===== src/rtl/u_div_pkg.sv =====
// Shared types and constants for the sequential restoring divider family.
package u_div_pkg;

  localparam int DIV_N = 8;

  typedef enum logic [1:0] {
    IDLE = 2'd0,
    BUSY = 2'd1,
    DONE = 2'd2
  } div_state_e;

  // Iteration counter width: enough to count the 2N quotient bits down to zero.
  function automatic int cnt_width(input int n);
    return $clog2(2 * n);
  endfunction

endpackage


===== src/rtl/u_seq_restoring_div_if.sv =====
// Request/response bundle of the sequential divider; the divider is the slave.
interface u_seq_restoring_div_if #(
  parameter int N = u_div_pkg::DIV_N
) ();

  logic             in_valid;
  logic             in_ready;
  logic [2*N-1:0]   dividend;
  logic [N-1:0]     divisor;
  logic             out_valid;
  logic             out_ready;
  logic [2*N-1:0]   quotient;
  logic [N-1:0]     remainder;
  logic             div_by_zero;

  modport master (
    output in_valid, dividend, divisor, out_ready,
    input  in_ready, out_valid, quotient, remainder, div_by_zero
  );

  modport slave (
    input  in_valid, dividend, divisor, out_ready,
    output in_ready, out_valid, quotient, remainder, div_by_zero
  );

endinterface


===== src/rtl/u_div_step.sv =====
// One combinational restoring-division step: shift in the next dividend bit,
// trial-subtract the divisor, keep the difference only if it is non-negative.
module u_div_step
  import u_div_pkg::*;
#(
  parameter int N = DIV_N
) (
  input  logic [N-1:0] i_p,
  input  logic         i_bit,
  input  logic [N-1:0] i_divisor,
  output logic [N:0]   o_p,
  output logic         o_q
);

  logic [N:0] w_shift;
  logic [N:0] w_diff;

  // Trial subtraction is N+1 bits wide so the bit shifted out of i_p is kept.
  always_comb begin
    w_shift = {i_p, i_bit};
    w_diff  = w_shift - {1'b0, i_divisor};
    if (w_diff[N] == 1'b0) begin
      o_p = w_diff;
      o_q = 1'b1;
    end else begin
      o_p = w_shift;
      o_q = 1'b0;
    end
  end

endmodule


===== src/rtl/u_seq_restoring_div.sv =====
// Sequential unsigned restoring divider: 2N-bit dividend / N-bit divisor,
// one quotient bit per cycle, valid/ready on both request and result.
module u_seq_restoring_div
  import u_div_pkg::*;
#(
  parameter int N = DIV_N
) (
  input logic                  clk,
  input logic                  rst,
  u_seq_restoring_div_if.slave bus
);

  localparam int CW = cnt_width(N);

  div_state_e     r_state;
  div_state_e     w_next_state;
  logic [N:0]     r_p;
  logic [2*N-1:0] r_q;
  logic [N-1:0]   r_divisor;
  logic [CW-1:0]  r_cnt;
  logic           r_dbz;
  logic [N:0]     w_p_next;
  logic           w_q_bit;
  logic           w_unused_p_msb;

  // P stays below the divisor between steps, so its top bit never feeds back.
  assign w_unused_p_msb = r_p[N];

  u_div_step #(.N(N)) u_step (
    .i_p       (r_p[N-1:0]),
    .i_bit     (r_q[2*N-1]),
    .i_divisor (r_divisor),
    .o_p       (w_p_next),
    .o_q       (w_q_bit)
  );

  // State register
  always_ff @(posedge clk) begin
    if (rst) begin
      r_state <= IDLE;
    end else begin
      r_state <= w_next_state;
    end
  end

  // Next-state logic
  always_comb begin
    w_next_state = r_state;
    case (r_state)
      IDLE: begin
        if (bus.in_valid) begin
          w_next_state = (bus.divisor == '0) ? DONE : BUSY;
        end else begin
          w_next_state = IDLE;
        end
      end
      BUSY: begin
        if (r_cnt == '0) begin
          w_next_state = DONE;
        end else begin
          w_next_state = BUSY;
        end
      end
      DONE: begin
        if (bus.out_ready) begin
          w_next_state = IDLE;
        end else begin
          w_next_state = DONE;
        end
      end
      default: w_next_state = IDLE;
    endcase
  end

  // Datapath: capture on accept, iterate in BUSY, hold results in DONE
  always_ff @(posedge clk) begin
    if (rst) begin
      r_p       <= '0;
      r_q       <= '0;
      r_divisor <= '0;
      r_cnt     <= '0;
      r_dbz     <= 1'b0;
    end else begin
      case (r_state)
        IDLE: begin
          if (bus.in_valid) begin
            r_divisor <= bus.divisor;
            r_cnt     <= CW'(2 * N - 1);
            r_p       <= '0;
            if (bus.divisor == '0) begin
              r_q   <= '1;
              r_dbz <= 1'b1;
            end else begin
              r_q   <= bus.dividend;
              r_dbz <= 1'b0;
            end
          end
        end
        BUSY: begin
          r_p <= w_p_next;
          r_q <= {r_q[2*N-2:0], w_q_bit};
          if (r_cnt != '0) begin
            r_cnt <= r_cnt - CW'(1);
          end
        end
        DONE: begin
          if (bus.out_ready) begin
            r_dbz <= 1'b0;
          end
        end
        default: begin
          r_dbz <= 1'b0;
        end
      endcase
    end
  end

  // Output decode; every output comes straight from a register
  always_comb begin
    bus.in_ready    = (r_state == IDLE);
    bus.out_valid   = (r_state == DONE);
    bus.quotient    = r_q;
    bus.remainder   = r_p[N-1:0];
    bus.div_by_zero = r_dbz;
  end

endmodule


===== src/flat_wrapper.sv =====
// flat-port wrapper written by rule: the top's interface ports become plain ports
module u_seq_restoring_div_flat import u_div_pkg::*;
#(
  parameter int N = DIV_N
)
  (clk, rst, bus_in_valid, bus_dividend, bus_divisor, bus_out_ready, bus_in_ready, bus_out_valid, bus_quotient, bus_remainder, bus_div_by_zero);
  u_seq_restoring_div_if #(.N(N)) bus_i ();
  input logic clk;
  input logic rst;
  input wire logic [$bits(bus_i.in_valid)-1:0] bus_in_valid;
  input wire logic [$bits(bus_i.dividend)-1:0] bus_dividend;
  input wire logic [$bits(bus_i.divisor)-1:0] bus_divisor;
  input wire logic [$bits(bus_i.out_ready)-1:0] bus_out_ready;
  output wire logic [$bits(bus_i.in_ready)-1:0] bus_in_ready;
  output wire logic [$bits(bus_i.out_valid)-1:0] bus_out_valid;
  output wire logic [$bits(bus_i.quotient)-1:0] bus_quotient;
  output wire logic [$bits(bus_i.remainder)-1:0] bus_remainder;
  output wire logic [$bits(bus_i.div_by_zero)-1:0] bus_div_by_zero;
  assign bus_i.in_valid = bus_in_valid;
  assign bus_i.dividend = bus_dividend;
  assign bus_i.divisor = bus_divisor;
  assign bus_i.out_ready = bus_out_ready;
  assign bus_in_ready = bus_i.in_ready;
  assign bus_out_valid = bus_i.out_valid;
  assign bus_quotient = bus_i.quotient;
  assign bus_remainder = bus_i.remainder;
  assign bus_div_by_zero = bus_i.div_by_zero;
  u_seq_restoring_div #(.N(N)) u_core (.clk(clk), .rst(rst), .bus(bus_i));
endmodule

===== config.mk =====
export PLATFORM = sky130hd
export DESIGN_NAME = u_seq_restoring_div_flat
export DESIGN_NICKNAME = d
export VERILOG_FILES = /design/src/rtl/u_div_pkg.sv /design/src/rtl/u_seq_restoring_div_if.sv /design/src/rtl/u_div_step.sv /design/src/rtl/u_seq_restoring_div.sv /design/src/flat_wrapper.sv
export SDC_FILE = /design/constraint.sdc
export NUM_CORES = 1
export LEC_CHECK = 0
export BUFFER_PORTS_ARGS = -buffer_cell sky130_fd_sc_hd__buf_2
export CAP_MARGIN = 20
export CORE_MARGIN = 3
export CORE_UTILIZATION = 52
export CTS_CLUSTER_DIAMETER = 200
export DETAILED_ROUTE_END_ITERATION = 12
export PLACE_DENSITY_LB_ADDON = 0.2
export SYNTH_ARGS = -nofsm -noshare
export SYNTH_HDL_FRONTEND = slang
export SYNTH_SLANG_ARGS = --single-unit

===== constraint.sdc =====
create_clock -name clk -period 3.39 [get_ports clk]
set_clock_uncertainty 0.15 [all_clocks]
set_input_delay 0.678 -clock clk [delete_from_list [all_inputs] [get_ports clk]]
set_output_delay 0.678 -clock clk [all_outputs]
set_load 0.005 [all_outputs]

* Yosys cells after proc, flatten, opt, wreduce, memory -nomap -nowiden
Cells that the tools add are included.
Cells by class: multiplexer cells 19, eq/ne operators 5, bitwise operators 1, add/subtract/negate cells 2, reduce and logical (&&, ||, !) cells 9
Operator list (number):
- $mux 16 | 2
- $pmux 16 s2 | 1
- $mux 8 | 2
- $pmux 8 s2 | 1
- $sub 9x8->9 | 1
- $logic_not 8->1 | 1
- $mux 2 | 4
- $mux 4 | 2
- $pmux 4 s2 | 1
- $pmux 2 s3 | 1
- $reduce_and 3->1 | 2
- $logic_not 4->1 | 1
- $mux 1 | 4
- $ne 2x2->1 const B | 2
- $reduce_and 2->1 | 2
- $reduce_bool 4->1 | 1
- $sub 4x1->4 const B | 1
- $pmux 1 s3 | 1
- $eq 2x1->1 const B | 1
- $eq 2x2->1 const B | 1
- $logic_not 2->1 | 1
- $ne 2x1->1 const B | 1
- $reduce_bool 2->1 | 1
- $not 1->1 | 1
Word-level totals: output and inout bits 27, word-level logic and storage cells 42, input bits 28, flip-flop bits (word level) 39

* Logic depth before layout (Yosys ltp)
Gate-level depths: netlist of the first run.
depth in word-level cells 4, gate-level depth with buffers 11, depth with buffers taken out 10

* Cells and area by module
From an unflattened synthesis of the first run, not the netlist that was laid out.
Unflattened totals: cells, all modules 251, area total of the unflattened synthesis 2050.7 µm²
By module, submodules not included:
- u_seq_restoring_div | instances 1, area each 1542.7 µm², seq. area each 780.7 µm², cells each 180
- u_div_step | instances 1, area each 508.0 µm², seq. area each 0.0 µm², cells each 71

* Worst setup path before layout of the first run
OpenSTA, ideal clock, no wires.
path type register to register, from register u_core.r_q[15], in the netlist u_core.bus.quotient[15], to register u_core.r_p[0], path slack 0.996 ns, period minus slack after synthesis 2.394 ns, stages on the path, launching flop included 12, data required time 3.123 ns, path buffers 1, setup time 0.117 ns, arrival 2.126 ns, cell sequence dfxtp_1 -> inv_1 -> ha_1 -> inv_1 -> fa_1 -> a211oi_1 -> nor3b_2 -> mux2i_1 -> nor2_2 -> buf_6 -> nand2_2 -> a32o_1
On the way: longest elaborated chain between the ends 3
Ends and longest elaborated chain:
- from (decl) | RTL line u_seq_restoring_div.sv:18 | logic [2*N-1:0] r_q;
- from (signal assigned) | RTL line u_seq_restoring_div.sv:94 | r_q <= bus.dividend;
- from (signal assigned) | RTL line u_seq_restoring_div.sv:101 | r_q <= {r_q[2*N-2:0], w_q_bit};
- $sub 9x8->9 | RTL line u_div_step.sv:21 | w_diff = w_shift - {1'b0, i_divisor};
- $mux 8 * | RTL line u_div_step.sv:22 | if (w_diff[N] == 1'b0) begin
- $pmux 8 s2 * | RTL line u_seq_restoring_div.sv:84 | case (r_state)
- to (signal assigned) | RTL line u_seq_restoring_div.sv:100 | r_p <= w_p_next;
- to (decl) | RTL line u_seq_restoring_div.sv:17 | logic [N:0] r_p;
Every way passes the cells marked *; elsewhere a longest branch is shown, timed or not. A chain may end at the register's enable or synchronous reset.

* Worst setup path in the final report of the first run
from register u_core.r_q[15], in the netlist u_core.bus.quotient[15], to register u_core.r_p[1]
On the way: longest elaborated chain between the ends 3
Ends and longest elaborated chain (RTL line):
- $sub 9x8->9 | u_div_step.sv:21
- $mux 8 | u_div_step.sv:22
- $pmux 8 s2 | u_seq_restoring_div.sv:84
Every way passes these cells.

==> flow_summary_export.csv, run 1 <==
group,metric,value,unit
status,status,"finished clean",
floorplan,initial_core_util,55.4,%
power,ir_drop,0.254,mV
synthesis,synth.area.top_cells,"dfxtp_1, a21oi_1, nand2_1",
finish,antenna_cells,0,
power,internal_power,863,uW
cts,htreeDepth,2,
timing,fin_crit_sh,82.7,%
synthesis,synth_seq_cells,39,
setup_path,crit_type,"reg2reg",
timing,rsz0062_at_grt,"false",
grt,grt_pass1_wl,7420,um
placed_design,dp.final_hpwl,3270,um
cts,numCtsBuffers,5,
cts,ctsHoldBuffers,0,
synthesis,synth_area_leader_cell,"dfxtp_1",
timing,worst_pin_slew,0.652,ns
timing,min_period,2.80,ns
synthesis,ys_types,43,
synthesis,synth_ff_type,"dfxtp_1",
setup_path,end_kind,"flip-flop",
timing,fmax,357,MHz
placed_design,gp_congestion,0.796,
cts,clock_path_buffers,2,
flow_run,maxCapViolations,0,
cts,clockRootBuffer,"clkbuf_8",
power,seqPwrFrac,42.3,%
grt,grt_usage,18.5,%
finish,mostFrequentLayoutCells,"buf_2, dfxtp_1, nand2_1",
detailed_routing,ant_nets,0,
setup_path,cp_top_family,"simple AND/OR/NAND/NOR gates",
synthesis,synth_xor_area_share,3.35,%
setup_path,worst_setup_path_start_kind,"flip-flop",
timing,final_max_slew_viol_count,0,
floorplan,core.rowCount,22,
detailed_routing,num_vias,1870,
power,combPwrFrac,33.5,%
min_path,hp-start,"u_core.r_divisor[4]",
setup_path,crit_chain,"inv_1 > ha_1 > inv_1 > fa_1 > a211oi_1 > nor3b_2 > mux2i_1 > nor2_2 > mux2i_1 > o21ai_1",
synthesis,synth-simple-area-share,18.1,%
cts,clk_pin_slew,0.08,ns
finish,area_delta_synth_final,17.3,%
synthesis,synthAdderAreaFrac,6.35,%
setup_path,slowest_delay,0.51,ns
synthesis,syn_area_per_cell,8.07,um2
synthesis,synth_edf_count,0,
floorplan,dieArea,4810,um2
detailed_routing,drt-total-wl,4490,um
floorplan,die_w,69.4,um
power,power-per-cell-area,529,nW/um2
synthesis,synth_warnings,0,
synthesis,syn_nets,297,
synthesis,synth_compound_area_share,26.2,%
setup_path,r2r_cells,10,
power,swShare,33.4,%
setup_path,reg2reg_slack,0.59,ns
setup_path,critPathRequiredTime,3.41,ns
finish,nets,344,
cts,post_cts_buffers,0,
cts,insertion_delay,0.29,ns
cts,cts_resized,0,
timing,fin_setup_tns,0,ns
placed_design,portBuffers,54,
timing,timing.hold.ws,0.303,ns
setup_path,r2r_start,"u_core.bus.quotient[15]",
cts,cts_tree,"yes",
floorplan,io_pins,55,
power,switching_power,433,uW
detailed_routing,route.detailed.drc,0,
setup_path,reg2reg_to,"u_core.r_p[1]",
power,leakagePower,0.00112,uW
grt,grt_overflow,0,
synthesis,async_reset_ff_share,0,%
setup_path,timing.critical_path.slowest_stage_cell,"nor2_2",
detailed_routing,drtIter0Drc,125,
setup_path,crit_arrival,2.83,ns
synthesis,synth_mux_area_share,2.87,%
floorplan,core,3770,um2
synthesis,synth_top_area_share,37.4,%
finish,drive_gt1_share,24.2,%
detailed_routing,vias_per_cell,5.28,
synthesis,synth_top_family_by_area,"compound AO/OA/AOI/OAI gates",
min_path,hold_path.class,"reg2reg",
synthesis,synth_cells,259,
timing,relSlewSlack,56.5,%
grt,antenna_found_initial,0,
cts,cts.sink_count,39,
timing,setup_viol,0,
setup_path,path_buf_inv,2,
finish,mostFrequentLayoutCell,"buf_2",
grt,grt_pass1_vias,1686,
min_path,holdPathEnd,"u_core.r_divisor[4]",
floorplan,die_height,69.4,um
setup_path,path_max_fanout,11,
synthesis,ys_seq_area_share,37.4,%
grt,grt_max_degree,35,
power,clockPowerShare,24.2,%
min_path,min_path_cells,2,
synthesis,syn_area,2090,um2
timing,finalHoldViolations,0,
detailed_routing,drt-pass1-iter-count,4,
detailed_routing,wl_per_cell,12.7,um
## sequential cells by signal, indices dropped and copies added, names as in the netlist
name / cells
u_core.r_cnt: 4
u_core.r_state: 2
u_core.r_p: 8
u_core.bus.div_by_zero: 1
u_core.r_divisor: 8
u_core.bus.quotient: 16
## tightest hold or removal path: cells and delay by family (launching register included)
family,cells,cell delay [ns]
AO/OA/AOI/OAI,1,0.05
flip-flops,1,0.31
AND/OR/NAND/NOR,1,0.05
## cell families (layout without fill, tap and decap cells)
| logic type | Yosys count | after routing |
|---|---|---|
| xor gates and xnor gates | 8 | 8 |
| muxes | 6 | 6 |
| adders and majority gates | 10 | 10 |
| AOI/OAI and AO/OA | 90 | 90 |
| and+or+nand+nor | 77 | 77 |
| DFF | 39 | 39 |
| buffers and inverters | 29 | 76 |
## cell usage after synthesis (2+ instances only)
| master | number |
|---|---|
| a32oi_1 | 2 |
| nor2_1 | 10 |
| nand2_1 | 37 |
| xor2_1 | 7 |
| nor3b_2 | 2 |
| a21o_1 | 12 |
| nand2_2 | 2 |
| nor4_1 | 2 |
| o21ai_0 | 18 |
| nor3_1 | 6 |
| ha_1 | 9 |
| a22oi_1 | 5 |
| nor2b_1 | 6 |
| nand2b_1 | 5 |
| a211oi_1 | 3 |
| clkbuf_1 | 13 |
| o31ai_1 | 2 |
| inv_1 | 13 |
| a21oi_1 | 34 |
| o21ai_1 | 5 |
| mux2i_1 | 6 |
| dfxtp_1 | 39 |
## area by class of cell
class,instances,area (um2)
timing repair buffer,56,285
tap,48,60.1
sequential,39,781
clock inverter,1,5.00
inverter,13,48.8
multi-input combinational,191,1190
clock buffer,6,82.6
fill,351,1320
## metrics by stage
stage          area (um2)  total power (uW)  setup slack, ns  util (%)  std cells
2_1_floorplan        2090               900            0.996         -        259
3_3_place_gp         2360               985            0.688      62.7        347
3_5_place_dp         2360               992            0.622      62.7        347
4_1_cts              2450              1310            0.579      65.0        354
5_1_grt              2450              1380            0.341      65.0        354
6_report             2450              1300            0.586      65.0        354
## power by group through the flow
stage                     clock [uW]  combinational, uW  sequential, uW
final                            314                434             548
after global routing             338                489             556
after CTS                        323                437             548
after detailed placement           0                434             558
after global placement             0                428             557
after floorplan                    0                352             548
## worst max path at each step
stage / slack (ns) / endpoint / start / cells past startpoint
final: 0.59 / u_core.r_p[1] / u_core.bus.quotient[15] / 10
after global routing: 0.34 / u_core.r_p[1] / u_core.bus.quotient[15] / 10
after CTS: 0.58 / u_core.r_p[1] / u_core.bus.quotient[15] / 10
after detailed placement: 0.62 / u_core.r_p[1] / u_core.bus.quotient[15] / 10
after global placement: 0.69 / u_core.r_p[0] / u_core.bus.quotient[15] / 10
after floorplan: 1.0 / u_core.r_p[0] / u_core.bus.quotient[15] / 11
## layer usage
metal / wire length, um / global-route usage, % / vias up
li1: - / - / 988
met1: 2130 / 23.2 / 847
met2: 2160 / 31.9 / 31
met3: 163 / 4.35 / 4
met4: 34 / 4.56 / 0
met5: 0 / 0 / -
Power figures use the tool's default switching activity.
==> run 2, diff against run 1 <==
ABC_AREA = 1   (was unset)
CORE_UTILIZATION = 49   (was 52)
clock period = 2.55 ns   (was 3.39 ns; I/O delays follow)
==> run 2 against run 1 <==
Against the previous run: worst setup slack lost 0.17 ns; die area up 19%; count of clock-buffer cells in the layout up 1; wire length is 24% higher; cell area is 13% higher; area after synthesis grew 14%; power grew 53%; largest power group is now combinational cells.
==> flow_summary_export.csv, run 2 <==
group,metric,value,unit
status,status,"finished clean",
cts,clk_pin_slew,0.07,ns
synthesis,ys_seq_area_share,32.7,%
timing,fin_setup_tns,0,ns
synthesis,ys_types,34,
setup_path,crit_type,"reg2reg",
floorplan,initial_core_util,52.6,%
detailed_routing,num_vias,2322,
setup_path,crit_chain,"inv_1 > ha_1 > inv_1 > fa_1 > nand3_2 > nand3_2 > nand2_4 > nand2_2 > nand2_4 > nand2_4 > nand2_1 > nand3_1 > a21oi_1",
power,switching_power,785,uW
cts,clock_path_buffers,2,
synthesis,synth_common_cells,"nand2_1, inv_1, dfxtp_1",
setup_path,crit_start,"u_core.bus.quotient[15]",
cts,clockRootBuffer,"clkbuf_8",
synthesis,syn_area,2390,um2
detailed_routing,wl_per_cell,11.8,um
detailed_routing,route.detailed.drc,0,
finish,drive_gt1_share,21.0,%
setup_path,worst-path-stages,13,
grt,antenna_found_initial,0,
timing,min_period,2.13,ns
detailed_routing,vias_per_cell,4.94,
cts,cts_tree,"yes",
synthesis,syn_nets,390,
finish,area_delta_synth_final,15.6,%
finish,nets,442,
detailed_routing,drt-pass1-iter-count,5,
power,leakagePower,0.00149,uW
min_path,hold_path.class,"reg2reg",
cts,cts.sink_count,39,
grt,grt_overflow,0,
grt,grt_pass1_wl,9270,um
synthesis,yosysMostFrequentCell,"nand2_1",
synthesis,async_reset_ff_share,0,%
setup_path,crit_path_frequent_cell,"nand2_4",
finish,mostFrequentLayoutCell,"nand2_1",
setup_path,r2r_start,"u_core.bus.quotient[15]",
setup_path,cp_top_family,"simple AND/OR/NAND/NOR gates",
timing,fin_crit_sh,83.6,%
setup_path,critPathRequiredTime,2.61,ns
synthesis,syn_area_per_cell,6.78,um2
setup_path,slowest_delay,0.43,ns
setup_path,timing.critical_path.slowest_stage_cell,"fa_1",
floorplan,die_height,75.8,um
grt,grt_max_degree,23,
floorplan,dieArea,5750,um2
synthesis,synth_edf_count,0,
setup_path,crit_end,"u_core.r_p[2]",
cts,ctsHoldBuffers,0,
setup_path,worst_setup_path_start_kind,"flip-flop",
grt,grt_usage,21.0,%
floorplan,io_pins,55,
timing,relSlewSlack,69.7,%
setup_path,path_buf_inv,2,
floorplan,core,4530,um2
synthesis,synth_warnings,0,
timing,final_max_slew_viol_count,0,
floorplan,core.rowCount,24,
synthesis,synth_cells,352,
detailed_routing,ant_nets,0,
placed_design,portBuffers,54,
setup_path,reg2reg_slack,0.42,ns
timing,worst_pin_slew,0.453,ns
finish,n_fill_cell,456,
power,ir_drop,0.413,mV
timing,fmax,469,MHz
cts,htreeDepth,2,
floorplan,die_w,75.8,um
synthesis,synth_ff_type,"dfxtp_1",
synthesis,synth_top_area_share,32.7,%
power,combPwrFrac,42.6,%
setup_path,crit_arrival,2.19,ns
cts,insertion_delay,0.29,ns
detailed_routing,drt-total-wl,5560,um
finish,largest_reg_flops,16,
timing,setup_viol,0,
power,power-per-cell-area,718,nW/um2
power,swShare,39.6,%
setup_path,r2r_cells,13,
cts,cts_resized,0,
cts,numCtsBuffers,5,
finish,final_core_util,60.9,%
finish,antenna_cells,0,
flow_run,maxCapViolations,0,
setup_path,path_max_fanout,9,
setup_path,reg2reg_to,"u_core.r_p[2]",
placed_design,gp_congestion,0.853,
placed_design,dp.final_hpwl,4190,um
power,seqPwrFrac,37.4,%
grt,grt_pass1_vias,2099,
synthesis,synth.area.top_cells,"dfxtp_1, nand2_1, inv_1",
finish,mostFrequentLayoutCells,"nand2_1, inv_1, buf_2",
timing,rsz0062_at_grt,"false",
setup_path,end_kind,"flip-flop",
timing,finalHoldViolations,0,
detailed_routing,drtIter0Drc,126,
power,clockPowerShare,20.0,%
cts,post_cts_buffers,0,
synthesis,synth_area_leader_cell,"dfxtp_1",
synthesis,synth_seq_cells,39,
power,internal_power,1200,uW
==> run 2: changes by cell type in the layout (fill, tap and decap cells not counted), moves of 6 or more <==
cell,before,now
nand2_1,37,92
nor2b_1,6,0
nand3_1,1,17
a21o_1,12,0
nor2_1,10,30
inv_1,13,54
a21oi_1,34,19
mux2i_1,6,0
o31ai_1,2,15
==> run 2: cell families (layout without fill, tap and decap cells) <==
family	count (synthesis)	count (layout)	share of synthesized area, %
and+or+nand+nor	161	161	30.7
adders and majority gates	10	10	5.56
xor gates and xnor gates	3	3	1.10
AOI/OAI and AO/OA	69	69	17.2
buffers and inverters	70	123	12.7
DFF	39	39	32.7
==> run 2: final cells by class <==
cell class	count	area, um2	share of cell area [%]
multi-input combinational	243	1300	47.2
sequential	39	781	28.3
timing repair buffer	58	300	10.9
inverter	57	214	7.75
tap	65	81.3	2.95
clock buffer	7	76.3	2.77
clock inverter	1	5.00	0.181
==> run 2: metrics by stage <==
stage                     cells  hold WS, ns  total power, uW  setup slack (ns)  area [um2]
after floorplan             352        0.283             1400             0.576        2390
after global placement      462        0.297             1580             0.489        2680
after detailed placement    462        0.306             1600             0.434        2680
after CTS                   470        0.315             2000             0.422        2760
after global routing        470        0.335             2160             0.199        2760
final                       470        0.309             1980             0.418        2760
==> run 2: how the worst min path moves through the flow <==
| stage | startpoint | end | cells past startpoint |
|---|---|---|---|
| after CTS | u_core.r_divisor[3] | u_core.r_divisor[3] | 2 |
| final | u_core.r_divisor[3] | u_core.r_divisor[3] | 2 |
| after global placement | u_core.r_divisor[2] | u_core.r_divisor[2] | 2 |
| after global routing | u_core.r_divisor[3] | u_core.r_divisor[3] | 2 |
| after detailed placement | u_core.r_divisor[3] | u_core.r_divisor[3] | 2 |
| after floorplan | u_core.r_divisor[5] | u_core.r_divisor[5] | 2 |
==> run 2: layer usage <==
layer  global-route usage, %  vias to the layer above  share of wire [%]
met5                       0                        -                  0
met4                    7.38                        0                1.3
met3                    6.73                        8                5.9
met2                    34.0                       57                 45
met1                    26.1                     1038                 48
li1                        -                     1219                  -
==> run 2: power by group through the flow <==
stage	clock (uW)	combinational, uW	sequential (uW)
5_1_grt	440	970	751
3_3_place_gp	0	827	754
3_5_place_dp	0	842	754
2_1_floorplan	0	652	748
4_1_cts	410	847	741
6_report	397	843	741
==> run 2: tightest hold or removal path, stage by stage, from the launching register on <==
cell,delay [ns]
dfxtp_1,0.30
inv_1,0.06
a21oi_1,0.06
==> run 3, diff against run 2 <==
CORE_UTILIZATION = 54   (was 49)
clock period = 2.05 ns   (was 2.55 ns; I/O delays follow)
==> run 3 against run 2 <==
Against the previous run: cell area grew 4.9%; critical path type unchanged; wire length grew 7.1%; highest routed layer unchanged; largest cell class unchanged; final cell count shrank 1.1%; power grew 37%; core utilization grew 9.0 points; largest power group unchanged; hold slack lost 0.067 ns; the run now ends with setup timing left; register-to-register slack lost 0.43 ns.
==> flow_summary_export.csv, run 3 (synthesized netlist as in run 2, its figures left out) <==
group,metric,value,unit
grt,grt_max_degree,23,
placed_design,gp_congestion,0.917,
floorplan,die_height,72.5,um
finish,final_core_util,69.9,%
grt,antenna_found_initial,0,
timing,setup_viol,3,
cts,ctsHoldBuffers,0,
cts,numCtsBuffers,5,
placed_design,dp.final_hpwl,4140,um
timing,fin_ws,-0.00745,ns
detailed_routing,met1Wirelength,2700,um
setup_path,critPathRequiredTime,2.09,ns
setup_path,end_kind,"flip-flop",
finish,nets,452,
timing,rsz0062_at_grt,"true",
setup_path,crit_arrival,2.10,ns
detailed_routing,ant_nets,0,
detailed_routing,top_layer_used,"met4",
min_path,hold_path.class,"in2reg",
floorplan,core.rowCount,23,
grt,grt_pass1_wl,9440,um
floorplan,io_pins,55,
finish,n_fill_cell,362,
placed_design,dp.cells,450,
cts,clock_path_buffers,2,
floorplan,die_w,72.5,um
detailed_routing,drt-total-wl,5950,um
grt,grt_overflow,0,
power,total_power,2710,uW
timing,worst_pin_slew,0.467,ns
detailed_routing,wl_met2,2930,um
grt,grt_usage,22.5,%
timing,min_period,2.06,ns
status,violations,"setup timing",
setup_path,worst_setup_path_start_kind,"flip-flop",
timing,fmax,486,MHz
grt,grt_pass1_vias,2163,
timing,fin_setup_tns,-0.0126,ns
flow_run,maxCapViolations,0,
status,status,"finished, violations left",
cts,clockRootBuffer,"clkbuf_8",
cts,insertion_delay,0.30,ns
placed_design,portBuffers,54,
finish,mostFrequentLayoutCell,"nand2_1",
floorplan,initial_core_util,57.6,%
finish,largest_reg_flops,16,
floorplan,dieArea,5250,um2
cts,clk_pin_slew,0.08,ns
detailed_routing,wl_per_cell,12.8,um
detailed_routing,route.detailed.drc,0,
finish,antenna_cells,0,
cts,cts_tree,"yes",
timing,fin_crit_sh,100,%
detailed_routing,drt-pass1-iter-count,4,
finish,fin_cells,465,
detailed_routing,vias_per_cell,5.12,
power,leakagePower,0.00154,uW
timing,finalHoldViolations,0,
finish,mostFrequentLayoutCells,"nand2_1, buf_2, inv_1",
detailed_routing,drtIter0Drc,207,
power,ir_drop,0.577,mV
timing,final_max_slew_viol_count,0,
setup_path,crit_type,"reg2reg",
finish,area_delta_synth_final,21.3,%
timing,relSlewSlack,68.8,%
detailed_routing,met3WireLength,264,um
cts,cts.sink_count,39,
placed_design,post-place-ws,-0.0150,ns
setup_path,path_max_fanout,6,
finish,drive_gt1_share,25.8,%
detailed_routing,num_vias,2381,
power,power-per-cell-area,934,nW/um2
cts,htreeDepth,2,
floorplan,core,4140,um2
run 3: cell types whose count changed in the layout (fill, tap and decap cells not counted), sizes merged:
cell | previous run | this run
clkbuf | 7 | 6
nand3 | 20 | 21
buf | 58 | 67
clkinvlp | 0 | 1
run 3: repair_timing:
| action | 4_1_cts | 5_1_grt |
|---|---|---|
| endpoints found under the hold margin | 0 | 0 |
| resized for setup | 1 | 20 |
| buffers inserted | 0 | 6 |
| setup endpoints to repair | 9 | 9 |
| pin swaps | 0 | 8 |
| cloned | 0 | 1 |
run 3: layout make-up:
cell class	instances	area, um2	share of cell area [%]
well taps	50	62.6	2.16
clock buffers	6	72.6	2.51
multi-input cells	244	1380	47.6
flip-flops and latches	39	783	27.0
inverters	57	216	7.47
repair buffers	67	372	12.8
clock inverters	2	12.5	0.432
run 3: final timing paths:
path                                              start                   to  slack (ns)  cells after the start
worst min register to register      u_core.r_divisor[2]  u_core.r_divisor[2]        0.32                      2
worst max register to register  u_core.bus.quotient[15]        u_core.r_p[2]      -0.007                     13
worst max-delay path            u_core.bus.quotient[15]        u_core.r_p[2]      -0.007                     13
worst min-delay path                     bus_divisor[0]  u_core.r_divisor[0]        0.24                      3
run 3: stage by stage:
stage               hold slack (ns)  cell area (um2)
floorplan                     0.283             2390
global placement              0.305             2680
detailed placement            0.312             2680
CTS                           0.235             2770
global route                  0.257             2900
finish                        0.242             2900
run 3: critical path, stage by stage (launching register included):
cell      delay [ns]
dfxtp_2         0.33
inv_2           0.07
ha_4            0.14
inv_4           0.04
fa_2            0.37
nand3_2         0.11
nand3_4         0.08
nand2_4         0.11
nand2_4         0.07
nand2_8         0.11
buf_6           0.12
nand3b_1        0.11
nand3_2         0.08
a21oi_2         0.06
run 3: power breakdown:
part	switching [uW]	leakage (uW)	internal [uW]	total, uW
Sequential	70.7	0.000322	852	923
Clock	280	0.0000412	238	517
Combinational	753	0.00118	513	1270
Total	1100	0.00154	1600	2710
run 3: per-layer routing:
layer  track usage (%)  vias up
met5                 0        -
met4              6.56        0
met3              4.57        7
met2              38.6       57
met1              28.4     1071
li1                  -     1246
